## src/rtl/hazard_unit_multistage.sv

```systemverilog
// ============================================================================
// Module   : hazard_unit_multistage
// Purpose  : Multi-stage operand forwarding, load-use stall with memory
//            handshake and timeout watchdog, multi-cycle flush sequencing and
//            a saturating stall-cycle counter.
// Revision : 1.0 - initial release
// ============================================================================
`default_nettype none

module hazard_unit_multistage #(
  parameter int NUM_STAGES   = 2,
  parameter int REG_AW       = 5,
  parameter int FLUSH_CYCLES = 1,
  parameter int LOAD_TIMEOUT = 64,
  parameter int PERF_W       = 16
) (
  input  logic                         clk,
  input  logic                         rst,
  input  logic [REG_AW-1:0]            raddr1_i,
  input  logic [REG_AW-1:0]            raddr2_i,
  input  logic                         rs1_used_i,
  input  logic                         rs2_used_i,
  input  logic [NUM_STAGES*REG_AW-1:0] stage_rd_i,
  input  logic [NUM_STAGES-1:0]        stage_reg_wr_i,
  input  logic [NUM_STAGES-1:0]        stage_fwd_ok_i,
  input  logic [NUM_STAGES-1:0]        stage_is_load_i,
  input  logic                         mem_rvalid_i,
  input  logic                         pc_sel_i,
  input  logic                         epc_taken_i,
  output logic [NUM_STAGES-1:0]        forw_a_o,
  output logic [NUM_STAGES-1:0]        forw_b_o,
  output logic                         load_fwd_a_o,
  output logic                         load_fwd_b_o,
  output logic                         stall_o,
  output logic                         flush_o,
  output logic                         mem_timeout_o,
  output logic [PERF_W-1:0]            stall_count_o
);

  localparam int WCNT_W = $clog2(LOAD_TIMEOUT + 1);
  localparam int FCNT_W = $clog2(FLUSH_CYCLES + 1);
  localparam logic [WCNT_W-1:0] c_wait_max     = WCNT_W'(LOAD_TIMEOUT);
  localparam logic [FCNT_W-1:0] c_flush_reload = FCNT_W'(FLUSH_CYCLES - 1);

  typedef enum logic [0:0] {ST_IDLE = 1'b0, ST_WAIT = 1'b1} state_t;

  state_t              state_q, state_d;
  logic [WCNT_W-1:0]   wait_cnt_q, wait_cnt_d;
  logic [FCNT_W-1:0]   flush_cnt_q, flush_cnt_d;
  logic [PERF_W-1:0]   stall_count_q, stall_count_d;
  logic                timeout_q, timeout_d;

  logic [REG_AW-1:0]     w_raddr    [2];
  logic                  w_used     [2];
  logic [NUM_STAGES-1:0] w_fwd_sel  [2];
  logic [1:0]            w_hazard;
  logic [1:0]            w_load_haz;
  logic [1:0]            w_load_fwd;
  logic                  w_redirect;
  logic                  w_bypass_off;

  assign w_raddr[0] = raddr1_i;
  assign w_raddr[1] = raddr2_i;
  assign w_used[0]  = rs1_used_i;
  assign w_used[1]  = rs2_used_i;

  // One identical matcher per source operand (0 = rs1, 1 = rs2).
  for (genvar j = 0; j < 2; j++) begin : g_opnd
    logic [NUM_STAGES-1:0] w_sel;
    logic                  w_found;
    logic                  w_ok;
    logic                  w_ld;

    // Scan oldest to youngest so the youngest matching stage wins.
    always_comb begin
      w_sel   = '0;
      w_found = 1'b0;
      w_ok    = 1'b0;
      w_ld    = 1'b0;
      for (int i = NUM_STAGES - 1; i >= 0; i--) begin
        if (w_used[j] && stage_reg_wr_i[i] &&
            (stage_rd_i[i*REG_AW +: REG_AW] != '0) &&
            (stage_rd_i[i*REG_AW +: REG_AW] == w_raddr[j])) begin
          w_sel    = '0;
          w_sel[i] = 1'b1;
          w_found  = 1'b1;
          w_ok     = stage_fwd_ok_i[i];
          w_ld     = stage_is_load_i[i];
        end
      end
    end

    assign w_hazard[j]   = w_found & ~w_ok & ~(w_ld & mem_rvalid_i);
    assign w_load_fwd[j] = w_found & ~w_ok & w_ld & mem_rvalid_i;
    assign w_load_haz[j] = w_hazard[j] & w_ld;
    assign w_fwd_sel[j]  = w_ok ? w_sel : '0;
  end

  // A watchdog expiry behaves like a redirect one cycle later.
  assign w_redirect   = pc_sel_i | epc_taken_i | timeout_q;
  assign flush_o      = ~rst & (w_redirect | (flush_cnt_q != '0));
  assign stall_o      = ~rst & (|w_hazard) & ~flush_o;
  assign w_bypass_off = stall_o | flush_o;

  assign forw_a_o      = w_bypass_off ? '0 : w_fwd_sel[0];
  assign forw_b_o      = w_bypass_off ? '0 : w_fwd_sel[1];
  assign load_fwd_a_o  = ~w_bypass_off & w_load_fwd[0];
  assign load_fwd_b_o  = ~w_bypass_off & w_load_fwd[1];
  assign stall_count_o = stall_count_q;

  // Load-wait FSM: track consecutive load stalls and fire the watchdog.
  always_comb begin
    state_d       = state_q;
    wait_cnt_d    = wait_cnt_q;
    timeout_d     = 1'b0;
    mem_timeout_o = 1'b0;
    case (state_q)
      ST_IDLE: begin
        if (stall_o && (|w_load_haz)) begin
          state_d    = ST_WAIT;
          wait_cnt_d = WCNT_W'(1);
        end
      end
      ST_WAIT: begin
        if (flush_o || !stall_o) begin
          state_d    = ST_IDLE;
          wait_cnt_d = '0;
        end else if (wait_cnt_q == c_wait_max) begin
          mem_timeout_o = 1'b1;
          timeout_d     = 1'b1;
          state_d       = ST_IDLE;
          wait_cnt_d    = '0;
        end else begin
          wait_cnt_d = wait_cnt_q + WCNT_W'(1);
        end
      end
      default: begin
        state_d    = ST_IDLE;
        wait_cnt_d = '0;
      end
    endcase
  end

  // Flush length counter and saturating stall counter next-state.
  always_comb begin
    flush_cnt_d   = flush_cnt_q;
    stall_count_d = stall_count_q;
    if (w_redirect) begin
      flush_cnt_d = c_flush_reload;
    end else if (flush_cnt_q != '0) begin
      flush_cnt_d = flush_cnt_q - FCNT_W'(1);
    end
    if (stall_o && !(&stall_count_q)) begin
      stall_count_d = stall_count_q + PERF_W'(1);
    end
  end

  // State registers with synchronous reset.
  always_ff @(posedge clk) begin
    if (rst) begin
      state_q       <= ST_IDLE;
      wait_cnt_q    <= '0;
      flush_cnt_q   <= '0;
      stall_count_q <= '0;
      timeout_q     <= 1'b0;
    end else begin
      state_q       <= state_d;
      wait_cnt_q    <= wait_cnt_d;
      flush_cnt_q   <= flush_cnt_d;
      stall_count_q <= stall_count_d;
      timeout_q     <= timeout_d;
    end
  end

endmodule

`default_nettype wire

```

## config.mk

```make
export PLATFORM = sky130hd
export DESIGN_NAME = hazard_unit_multistage
export DESIGN_NICKNAME = d
export VERILOG_FILES = /design/src/rtl/hazard_unit_multistage.sv
export SDC_FILE = /design/constraint.sdc
export NUM_CORES = 1
export LEC_CHECK = 0
export BUFFER_PORTS_ARGS = -buffer_cell sky130_fd_sc_hd__buf_2
export CORE_UTILIZATION = 34
export DETAILED_ROUTE_END_ITERATION = 10
export SKIP_CTS_REPAIR_TIMING = 1
export SYNTH_ARGS = -nofsm -noshare
export SYNTH_HDL_FRONTEND = slang
export SYNTH_SLANG_ARGS = --single-unit
export TNS_END_PERCENT = 100
```

## constraint.sdc

```tcl
create_clock -name clk -period 4.87 [get_ports clk]
set_input_delay 0.487 -clock clk [delete_from_list [all_inputs] [get_ports clk]]
set_output_delay 0.487 -clock clk [all_outputs]
set_load 0.005 [all_outputs]
```

# After elaboration in Yosys (flattened, before gate mapping)
# Index checks and enable logic that the tools add are counted.
classes:
  add_sub_neg: 3
  mul: 0
  n_div: 0
  n_lt_le_gt_ge: 0
  eq_ne: 6
  shift: 0
  n_mux: 31
  bitwise_logic: 30
  reduce_logical: 23
op_table:
  columns: ["operator", "count"]
  rows:
  - ["7-bit 2-to-1 mux", 3]
  - ["5-bit equality test", 4]
  - ["1-bit 2-to-1 mux", 18]
  - ["1-bit AND", 17]
  - ["16-bit by 1-bit adder with 16-bit output, second input constant", 1]
  - ["2-bit 2-to-1 mux", 8]
  - ["16-bit AND reduction", 1]
  - ["1-bit logical AND", 14]
  - ["7-bit case mux with 2 select lines", 1]
  - ["5-bit nonzero test", 2]
  - ["1-bit inverter", 9]
  - ["7-bit by 1-bit adder with 7-bit output, second input constant", 1]
  - ["7-bit equality test, second input constant", 1]
  - ["1-bit OR", 4]
  - ["2-bit OR reduction", 2]
  - ["3-bit OR reduction", 1]
  - ["1-bit zero test", 2]
  - ["2-bit != test, second input constant", 1]
  - ["1-bit case mux with 2 select lines", 1]
  - ["1-bit logical OR", 1]
  - ["1-bit subtractor, second input constant", 1]
word_totals:
  register_bits: 26
  latchBits: 0
  ramBits: 0
  rom_bits: 0
  in_bits: 33
  elab_cells: 98
  memories: 0

# Depth between registers and ports, before layout
logic_depth:
  depth_word: 15
  depth_mapped: 9
  depth_no_buf: 8

# Worst setup path before layout
# OpenSTA, ideal clock, no wires.
synth_path:
  kind: "input-to-output"
  from: "input port stage_rd_i[0]"
  to: "output port forw_a_o[0]"
  t_arrival_ns: 2.219
  t_required_ns: 4.383
  path_slack_ns: 2.164
  path_stages: 8
  path_buffers: 1
  cell_sequence: "or4_4 o21ai_2 nor3_1 o21a_1 a21oi_2 buf_6 a21o_1 and3_1"
synth_between:
  elab_chain_len: 12
synth_rtl:
  columns: ["item", "line", "rtl"]
  rows:
  - ["start: declaration", "23", "input logic [NUM_STAGES*REG_AW-1:0] stage_rd_i,"]
  - ["5-bit nonzero test", "82", "(stage_rd_i[i*REG_AW +: REG_AW] != '0) &&"]
  - ["1-bit logical AND", "81", "if (w_used[j] && stage_reg_wr_i[i] &&"]
  - ["1-bit logical AND", "82", null]
  - ["1-bit 2-to-1 mux", "81", null]
  - ["1-bit inverter or 1-bit AND (tied branches)", "93", "assign w_hazard[j] = w_found & ~w_ok & ~(w_ld & mem_rvalid_i);"]
  - ["1-bit AND or 1-bit inverter (tied branches)", "93", null]
  - ["1-bit AND", "93", null]
  - ["2-bit OR reduction", "102", "assign stall_o = ~rst & (|w_hazard) & ~flush_o;"]
  - ["1-bit AND (2 in a row)", "102", null]
  - ["1-bit OR", "103", "assign w_bypass_off = stall_o | flush_o;"]
  - ["2-bit 2-to-1 mux (*)", "105", "assign forw_a_o = w_bypass_off ? '0 : w_fwd_sel[0];"]
  - ["end: declaration", "30", "output logic [NUM_STAGES-1:0] forw_a_o,"]
# Mark *: on every way between the ends. The rest lies on a longest branch, timed or not.

# Worst setup path in the final report
layout_path:
  from: "input port stage_rd_i[2]"
  to: "output port forw_a_o[1]"
# Same word-level chain as after synthesis.

==> flow_summary.toml <==
[global_route]
grt_remaining_overflow = 0
antenna_found_initial = 0
track_usage_pct = 15.0
grt_max_degree = 28
grt_pass1_vias = 1508
grt_pass1_wl_mm = 6.64

[worst_setup_path]
end_kind = "primary output"
crit_type = "input port to primary output"
max_stage_delay_ns = 0.62
crit_chain = "buf_2 -> xnor2_1 -> nand4_1 -> nor3_1 -> o22ai_4 -> a21oi_2 -> buf_4 -> a21o_1 -> and3_1 -> buf_2"
cp_slowest_cell = "nor3_1"
cp-start-kind = "input port"
cpMostUsedCell = "buf_2"
critPathMaxFanout = 27
required_ns = 4.38
cp_data_arrival_time_ns = 2.64

[run]
maxCapViolCount = 0

[die]
start_util_pct = 35.3
fp.coreArea_um2 = 5110
io_pins = 58
die_w_um = 74.8
rows = 26
die_h_um = 74.8
die-area_um2 = 5600

[layout]
area_growth_pct = 21.8
num_antenna_cells = 0
final_net_count = 311
layout.cells.non_filler = 344
num-fill-cells = 543
drive_gt1_share_pct = 27.0

[synth]
ys_ff_latch = 26
synth_area_leaders = "dfxtp_1 29%, xnor2_1 5.8%, xor2_1 4.4%"
synthDistinctLibCells = 48
ys_seq_area_share_pct = 28.8
async_reset_ff_share_pct = 0
synth_edf_count = 0
syn-instance-count = 219
synthFlopType = "dfxtp_1"
synth.most_common_cell = "dfxtp_1"
synth_warnings = 0
synth_top_area_share_pct = 28.8
yosysTopAreaCell = "dfxtp_1"
synthesis.area_um2 = 1800
syn-num-nets = 255
syn_area_per_cell_um2 = 8.24
synthTopCellsByCount = "26 x dfxtp_1, 15 x a21oi_1, 14 x nand2_1"

[timing]
fin_crit_sh_pct = 64.2
drv_slew = 0
finalSetupViolCount = 0
setup_ws_ns = 1.74
min_period_ns = 3.13
finalClockSkew_ns = 0.00824
timing.fmax_ghz = 0.320
tns_ns = 0
rsz0062_at_grt = "no"
relSlewSlack_pct = 48.3
hold_viol = 0
worstMarginPinSlew_ns = 0.769
hold_ws_ns = 0.492

[clocking]
cts_buffers = 3
path_clk_slew_ns = 0.09
cts_num_sinks = 26
clk_latency_ns = 0.27
root_buffer = "clkbuf_8"
cts_tree = "done"
clockBufferDepth = 2
htreeDepth = 1

[routing]
vias = 1768
ant_nets = 0
avgViaCountPerCell = 5.14
drt-pass1-iter-count = 4
routedWlPerCell_um = 12.2
post-route-drc-count = 0
wirelength_mm = 4.19
dr.first_iter.drc_count = 80

[outcome]
outcome = "finished clean"

[power_and_ir_drop]
ir_drop_uv = 95.0
power_density_nw_per_um2 = 202
p_leak_uw = 0.000908

[placement]
place_ws_ns = 1.77
portBuffers = 57
routabilityCongestion = 0.743
placed_cells = 340
dpl.hpwl_mm = 3.24

[hold_path]
min_path_type = "register to register"
==> metal layers <==
layer / vias to the layer above / part of all wire [%] / track usage [%]
met5: - / 0 / 0
met1: 799 / 47 / 20.7
met3: 4 / 3.4 / 2.81
li1: 921 / - / -
met2: 44 / 48 / 24.9
met4: 0 / 0.81 / 2.52
==> worst paths after layout <==
kind                               startpoint          endpoint  slack, ns  depth (start not counted)
worst max-delay path            stage_rd_i[2]       forw_a_o[1]       1.74                         10
worst min-delay path            wait_cnt_q[1]     wait_cnt_q[1]       0.49                          2
worst max register to register    flush_cnt_q  stall_count_o[7]       2.47                          6
worst min register to register  wait_cnt_q[1]     wait_cnt_q[1]       0.49                          2
==> state kept, by name, indices dropped and copies added, names as in the netlist <==
| name | count |
|---|---|
| stall_count_o | 16 |
| state_q | 1 |
| wait_cnt_q | 7 |
| flush_cnt_q | 1 |
| timeout_q | 1 |
==> report_power, final <==
| part | internal (uW) | leakage (uW) | switching [uW] |
|---|---|---|---|
| combinational | 24.3 | 0.000663 | 28.4 |
| sequential | 213 | 0.000210 | 0.124 |
| clock | 110 | 0.0000357 | 68.7 |
| total | 347 | 0.000908 | 97.3 |
==> critical path, delay by kind of cell <==
family                    cells  cell delay [ns]
and+or+nand+nor               3             0.91
AOI/OAI and AO/OA             3             0.57
buffers and inverters         3             0.51
xor gates and xnor gates      1             0.17
==> area by class of cell <==
class	count	area (um2)	area share, %
Inverter	8	30.0	1.37
Clock inverter	1	30.0	1.37
Sequential cell	26	520	23.7
Timing Repair Buffer	58	293	13.3
Clock buffer	3	41.3	1.88
Multi-Input combinational cell	178	1190	54.4
Tap cell	70	87.6	3.99
==> metrics by stage <==
stage                     util [%]  cell area [um2]  power, uW
after floorplan                  -             1800        246
after global placement        41.6             2130        271
after detailed placement      41.6             2130        271
after CTS                     43.0             2200        453
after global routing          43.0             2200        466
final                         43.0             2200        444
==> logic make-up after synthesis <==
kind of cell    count (synthesis)  synth area share (%)
xor+xnor                       21                  10.2
compound gates                 56                  22.4
simple gates                   95                  30.2
other cells                     1                 0.208
buf+inv                        15                  4.92
flops                          26                  28.8
mux                             2                  1.18
fa+ha+maj                       3                  2.08
==> cells in the final DEF, fill, tap and decap left out, types with 3 or more instances in the layout <==
cell / count
a211oi_1: 5
a21o_1: 6
a21oi_1: 15
and2_1: 3
and3_1: 12
buf_2: 57
clkbuf_8: 3
dfxtp_1: 26
ha_1: 3
inv_1: 8
nand2_1: 14
nand2b_1: 3
nand3_1: 10
nand4_1: 3
nor2_1: 13
nor2b_1: 3
nor4_1: 4
o21ai_0: 5
o21ai_1: 3
o31ai_1: 8
or2_2: 3
or3_1: 8
or4_1: 10
xnor2_1: 12
xor2_1: 9
Note: power is estimated with default switching activity, not from simulation.
